===== config.mk =====
export PLATFORM = sky130hd
export DESIGN_NAME = rp_spi_master
export DESIGN_NICKNAME = d
export VERILOG_FILES = /design/src/rtl/rp_spi_master.sv
export SDC_FILE = /design/constraint.sdc
export NUM_CORES = 1
export LEC_CHECK = 0
export ABC_CLOCK_PERIOD_IN_PS = 10300
export CELL_PAD_IN_SITES_DETAIL_PLACEMENT = 0
export CELL_PAD_IN_SITES_GLOBAL_PLACEMENT = 2
export CORE_MARGIN = 5
export CORE_UTILIZATION = 40
export DETAILED_ROUTE_END_ITERATION = 6
export PLACE_DENSITY = 0.94
export SKIP_LAST_GASP = 1
export SYNTH_ARGS = -nofsm -noshare
export SYNTH_HDL_FRONTEND = slang
export SYNTH_SLANG_ARGS = --single-unit

===== constraint.sdc =====
create_clock -name clk -period 10.3 [get_ports clk]
set_input_delay 2.06 -clock clk [delete_from_list [all_inputs] [get_ports clk]]
set_output_delay 2.06 -clock clk [all_outputs]
set_load 0.03 [all_outputs]

===== src/rtl/rp_spi_master.sv =====
// rtl/rp_spi_master.sv - SPI master on the sys_* register bus, CPOL/CPHA modes, variable length, divider, chip selects
// Optional internal loopback selected by CTRL[16] is compiled in when SPI_LOOPBACK_EN is defined.
module rp_spi_master #(
    parameter int DW   = 32,
    parameter int NCS  = 4,
    parameter int DIVW = 16
) (
    input  logic           clk,
    input  logic           rstn,
    input  logic [31:0]    sys_addr,
    input  logic [31:0]    sys_wdata,
    input  logic           sys_wen,
    input  logic           sys_ren,
    output logic [31:0]    sys_rdata,
    output logic           sys_ack,
    output logic [NCS-1:0] cs_n,
    output logic           sclk,
    output logic           mosi,
    input  logic           miso,
    output logic           busy,
    output logic           done_irq
);
    typedef enum logic [1:0] {IDLE, SETUP, SHIFT, HOLD} state_t;

    localparam logic [5:0] DW6 = 6'(DW);

    state_t            state_q, state_d;
    logic              cpol_q, cpol_d, cpha_q, cpha_d, lb_q, lb_d;
    logic [4:0]        lenm1_q, lenm1_d;
    logic [2:0]        csidx_q, csidx_d;
    logic [DIVW-1:0]   div_q, div_d;
    logic [DW-1:0]     rx_q, rx_d;
    logic              done_q, done_d, ovr_q, ovr_d;
    logic              run_cpol_q, run_cpol_d, run_cpha_q, run_cpha_d, run_lb_q, run_lb_d;
    logic [5:0]        run_len_q, run_len_d;
    logic [DIVW-1:0]   run_div_q, run_div_d;
    logic [DIVW-1:0]   cnt_q, cnt_d;
    logic [6:0]        edge_q, edge_d;
    logic [DW-1:0]     tx_q, tx_d, rxsh_q, rxsh_d;
    logic              sclk_q, sclk_d, mosi_q, mosi_d;
    logic [NCS-1:0]    cs_n_q, cs_n_d;
    logic              ack_q, ack_d, irq_q, irq_d;
    logic [31:0]       rdata_q, rdata_d;

    logic [5:0]        len_full, len_sat;
    logic [DW-1:0]     tx_al;
    logic              leading, last_edge, sbit;

    assign busy      = (state_q != IDLE);
    assign sclk      = (state_q == IDLE) ? cpol_q : sclk_q;
    assign mosi      = mosi_q;
    assign cs_n      = cs_n_q;
    assign sys_ack   = ack_q;
    assign sys_rdata = rdata_q;
    assign done_irq  = irq_q;

    assign len_full  = {1'b0, lenm1_q} + 6'd1;
    assign len_sat   = (len_full > DW6) ? DW6 : len_full;
    // Left-align the word so the current output bit is always the top bit.
    assign tx_al     = sys_wdata[DW-1:0] << (DW6 - len_sat);
    assign leading   = ~edge_q[0];
    assign last_edge = (edge_q == ({run_len_q, 1'b0} - 7'd1));
    assign sbit      = run_lb_q ? mosi_q : miso;

    always_comb begin
        state_d    = state_q;
        cpol_d     = cpol_q;
        cpha_d     = cpha_q;
        lb_d       = lb_q;
        lenm1_d    = lenm1_q;
        csidx_d    = csidx_q;
        div_d      = div_q;
        rx_d       = rx_q;
        done_d     = done_q;
        ovr_d      = ovr_q;
        run_cpol_d = run_cpol_q;
        run_cpha_d = run_cpha_q;
        run_lb_d   = run_lb_q;
        run_len_d  = run_len_q;
        run_div_d  = run_div_q;
        cnt_d      = cnt_q;
        edge_d     = edge_q;
        tx_d       = tx_q;
        rxsh_d     = rxsh_q;
        sclk_d     = sclk_q;
        mosi_d     = mosi_q;
        cs_n_d     = cs_n_q;
        irq_d      = 1'b0;
        ack_d      = sys_wen | sys_ren;
        rdata_d    = 32'd0;

        // Read data is built from current state, so a same-cycle write is not visible.
        if (sys_ren) begin
            case (sys_addr[4:0])
                5'h00:   rdata_d = {15'd0, lb_q, 5'd0, csidx_q, 1'b0, lenm1_q, cpha_q, cpol_q};
                5'h08:   rdata_d = 32'(rx_q);
                5'h0C:   rdata_d = 32'(div_q);
                5'h10:   rdata_d = {29'd0, ovr_q, done_q, busy};
                default: rdata_d = 32'd0;
            endcase
            if (sys_addr[4:0] == 5'h08) done_d = 1'b0;
            if (sys_addr[4:0] == 5'h10) ovr_d  = 1'b0;
        end

        if (sys_wen) begin
            case (sys_addr[4:0])
                5'h00: begin
                    cpol_d  = sys_wdata[0];
                    cpha_d  = sys_wdata[1];
                    lenm1_d = sys_wdata[6:2];
                    csidx_d = sys_wdata[10:8];
`ifdef SPI_LOOPBACK_EN
                    lb_d    = sys_wdata[16];
`else
                    lb_d    = 1'b0;
`endif
                end
                5'h0C:   div_d = sys_wdata[DIVW-1:0];
                default: ;
            endcase
        end

        case (state_q)
            IDLE: begin
                if (sys_wen && sys_addr[4:0] == 5'h04) begin
                    state_d    = SETUP;
                    run_cpol_d = cpol_q;
                    run_cpha_d = cpha_q;
                    run_lb_d   = lb_q;
                    run_len_d  = len_sat;
                    run_div_d  = div_q;
                    cnt_d      = '0;
                    edge_d     = '0;
                    rxsh_d     = '0;
                    sclk_d     = cpol_q;
                    mosi_d     = cpha_q ? 1'b0 : tx_al[DW-1];
                    tx_d       = cpha_q ? tx_al : (tx_al << 1);
                    cs_n_d     = '1;
                    for (int i = 0; i < NCS; i++)
                        if (csidx_q == 3'(i)) cs_n_d[i] = 1'b0;
                end
            end
            SETUP, SHIFT: begin
                if (cnt_q == run_div_q) begin
                    cnt_d  = '0;
                    sclk_d = ~sclk_q;
                    edge_d = edge_q + 7'd1;
                    if (leading ^ run_cpha_q)
                        rxsh_d = {rxsh_q[DW-2:0], sbit};
                    // cpha=0 shifts on trailing edges but must not disturb the last bit.
                    if (run_cpha_q ? leading : (!leading && !last_edge)) begin
                        mosi_d = tx_q[DW-1];
                        tx_d   = tx_q << 1;
                    end
                    state_d = last_edge ? HOLD : SHIFT;
                end else begin
                    cnt_d = cnt_q + 1'b1;
                end
            end
            HOLD: begin
                if (cnt_q == run_div_q) begin
                    state_d = IDLE;
                    cs_n_d  = '1;
                    mosi_d  = 1'b0;
                    rx_d    = rxsh_q;
                    done_d  = 1'b1;
                    irq_d   = 1'b1;
                end else begin
                    cnt_d = cnt_q + 1'b1;
                end
            end
            default: state_d = IDLE;
        endcase

        if (busy && sys_wen && sys_addr[4:0] == 5'h04) ovr_d = 1'b1;
    end

    always_ff @(posedge clk or negedge rstn) begin
        if (!rstn) begin
            state_q    <= IDLE;
            cpol_q     <= 1'b0;
            cpha_q     <= 1'b0;
            lb_q       <= 1'b0;
            lenm1_q    <= '0;
            csidx_q    <= '0;
            div_q      <= '0;
            rx_q       <= '0;
            done_q     <= 1'b0;
            ovr_q      <= 1'b0;
            run_cpol_q <= 1'b0;
            run_cpha_q <= 1'b0;
            run_lb_q   <= 1'b0;
            run_len_q  <= '0;
            run_div_q  <= '0;
            cnt_q      <= '0;
            edge_q     <= '0;
            tx_q       <= '0;
            rxsh_q     <= '0;
            sclk_q     <= 1'b0;
            mosi_q     <= 1'b0;
            cs_n_q     <= '1;
            ack_q      <= 1'b0;
            irq_q      <= 1'b0;
            rdata_q    <= '0;
        end else begin
            state_q    <= state_d;
            cpol_q     <= cpol_d;
            cpha_q     <= cpha_d;
            lb_q       <= lb_d;
            lenm1_q    <= lenm1_d;
            csidx_q    <= csidx_d;
            div_q      <= div_d;
            rx_q       <= rx_d;
            done_q     <= done_d;
            ovr_q      <= ovr_d;
            run_cpol_q <= run_cpol_d;
            run_cpha_q <= run_cpha_d;
            run_lb_q   <= run_lb_d;
            run_len_q  <= run_len_d;
            run_div_q  <= run_div_d;
            cnt_q      <= cnt_d;
            edge_q     <= edge_d;
            tx_q       <= tx_d;
            rxsh_q     <= rxsh_d;
            sclk_q     <= sclk_d;
            mosi_q     <= mosi_d;
            cs_n_q     <= cs_n_d;
            ack_q      <= ack_d;
            irq_q      <= irq_d;
            rdata_q    <= rdata_d;
        end
    end
endmodule


==> flow_summary.yaml <==
synthesis:
  ys_seq_area_frac: 0.448
  syn_nets: 1292
  avgSynthCellArea_um2: 9.75
  synthArstFlopShare: 1.00
  synth_top_area_share: 0.439
  synth_top_area_cell: "dfrtp_1"
  synth-edff-count: 0
  ys_ff_latch: 212
  synth_ff_type: "dfrtp_1"
  synth_cell_type_count: 83
  yosysWarnings: 0
  netlist_instances: 1215
  synthTopCellsByArea: "dfrtp_1, mux2_2, mux2i_1"
  synth_area_um2: 11800
  yosysMostFrequentCell: "dfrtp_1"
  ys_top_cells_by_count: "dfrtp_1, nand2_1, nor2_1"
die:
  die_x_um: 182
  row_count: 63
  num_io_pins: 110
  start_util: 0.403
  die_h_um: 182
  core_area_um2: 29400
  dieArea_um2: 33200
setup_path:
  crit_path_end_kind: "register"
  worst_ep_arrival_time_ps: 5930
  cp-start-kind: "input pin"
  required_ps: 10760
  criticalPathCategory: "input pin to register"
  cp_max_fo: 38
clocking:
  cts_tree: "done"
  ctsLongestPathBuffers: 3
  clk_latency_ps: 540
  cts.sink_count: 212
  cts_max_level: 1
  root_buffer: "clkbuf_16"
  numCtsBuffers: 25
  post_cts_resized: 0
  postCtsSetupBuffers: 0
  path_clk_slew_ps: 60
  hold_buffers: 0
grt:
  grt_max_degree: 94
  grt_overflow: 0
  grt_pass1_vias: 9124
  antenna_found_initial: 0
  grtUsageTotal: 0.187
  grt_pass1_wl_mm: 51.1
detailed_routing:
  ant_nets: 0
  drcViolationCount: 0
  firstDrtPassIters: 5
  wl_mm: 31.6
  vias: 9276
  detail_route.iter0.violations: 717
  wl_per_cell_um: 19.0
  viasPerCell: 5.56
layout:
  stdcell_count: 1668
  fin_area_um2: 13800
  multiInputGateArea_um2: 6090
  fill_cells: 2744
  syn_to_final_growth_pct: 16.5
  regArea_um2: 5310
  fin_nets: 1336
  layout-drive-gt1-share: 0.140
  diodes: 0
placed_design:
  post-place-cells: 1622
  io_buffers: 82
  placed_area_um2: 12900
  gp_congestion: 0.876
  hpwl_mm: 22.3
sta:
  slew_violations: 0
  slew-limit-headroom: 0.220
  tns_ps: 0
  finalHoldViolCount: 0
  tightest_slew_ps: 1170
  fin_skew_ps: 13.4
  finalSetupViolCount: 0
  fin_crit_ps: 5470
  rsz0062_at_grt: "false"
  whs_ps: 462
  max_freq_ghz: 0.183
  period_share: 0.531
flow_run:
  maxCapViolCount: 0
power:
  ir_drop_uv: 139
  p_per_area_nw_per_um2: 195
  power.total_mw: 2.69
  p_leak_nw: 6.21
worst_hold_path:
  hold_path.class: "register to register"
status:
  outcome: "finished clean"
[state kept, by name (all words and copies together), names as in the netlist, 3 cells and up]
name,flops
rx_q,32
rxsh_q,32
sys_rdata,32
tx_q,32
cnt_q,16
div_q,16
run_div_q,16
edge_q,7
run_len_q,6
lenm1_q,5
cs_n,4
csidx_q,3
[worst max-delay path: stages]
cell and delay [ps]:
clkdlybuf4s50_1 640, nor3_1 580, a41o_1 570, o311ai_0 260
o211ai_2 170, o21a_1 950, nand2_1 240, a221o_1 330
o22ai_1 100
[per-layer routing]
layer | global-route usage | vias up | wire (um)
li1 | - | 4432 | -
met1 | 0.274 | 4562 | 14900
met2 | 0.291 | 238 | 14200
met3 | 0.0371 | 44 | 1940
met4 | 0.0375 | 0 | 543
met5 | 0 | - | 0
[final timing paths]
check | startpoint | end | slack [ps] | cells past startpoint
max reg2reg | lenm1_q[0]$_DFFE_PN0P_ | mosi$_DFFE_PN0P_ | 5340 | 13
max in group asynchronous | rstn | rx_q[4]$_DFFE_PN0P_ | 7260 | 2
min in group asynchronous | rstn | tx_q[11]$_DFFE_PN0P_ | 1500 | 1
min reg2reg | cs_n[1]$_DFFE_PN1P_ | cs_n[1]$_DFFE_PN1P_ | 460 | 2
max | sys_addr[4] | tx_q[30]$_DFFE_PN0P_ | 4830 | 9
min | cs_n[1]$_DFFE_PN1P_ | cs_n[1]$_DFFE_PN1P_ | 460 | 2
[power breakdown]
group / leakage [nW] / internal [mW] / switching, mW
combinational: 2.90 / 0.350 / 0.526
clock: 0.433 / 0.563 / 0.363
sequential: 2.88 / 0.855 / 0.0342
total: 6.21 / 1.77 / 0.923
[layout make-up]
cell class	count	share of cell area
clock buffers	33	0.0511
clock inverters	13	0.0125
inverters	23	0.00626
multi-input cells	899	0.441
flip-flops and latches	212	0.385
well taps	390	0.0354
repair buffers	98	0.0686
[stage by stage]
step / utilization / setup slack (ps)
after floorplan: - / 6380
after global placement: 0.439 / 4310
after detailed placement: 0.439 / 4340
after CTS: 0.469 / 4890
after global routing: 0.469 / 4550
final: 0.469 / 4830
[kinds of logic (layout without fill, tap and decap cells)]
logic type | after synthesis | count (layout) | synth area share
AOI/OAI and AO/OA | 264 | 264 | 0.148
adders and majority gates | 8 | 8 | 0.00845
muxes | 168 | 168 | 0.161
buffers and inverters | 104 | 167 | 0.0387
xor gates and xnor gates | 39 | 39 | 0.0304
DFF | 212 | 212 | 0.448
and+or+nand+nor | 420 | 420 | 0.165
[cell usage in the layout, fill, tap and decap left out, drive strengths merged, types with 17 or more instances in the layout]
cell type	instances
clkdlybuf4s50	81
clkbuf	33
xor2	17
dfrtp	208
a22o	32
o21ai	78
nor3	22
buf	17
nor2	97
inv	25
xnor2	22
and2	22
nand3	25
o22ai	24
a21oi	48
mux2	83
nand2	177
mux2i	75
Note: power is estimated with default switching activity, not from simulation.
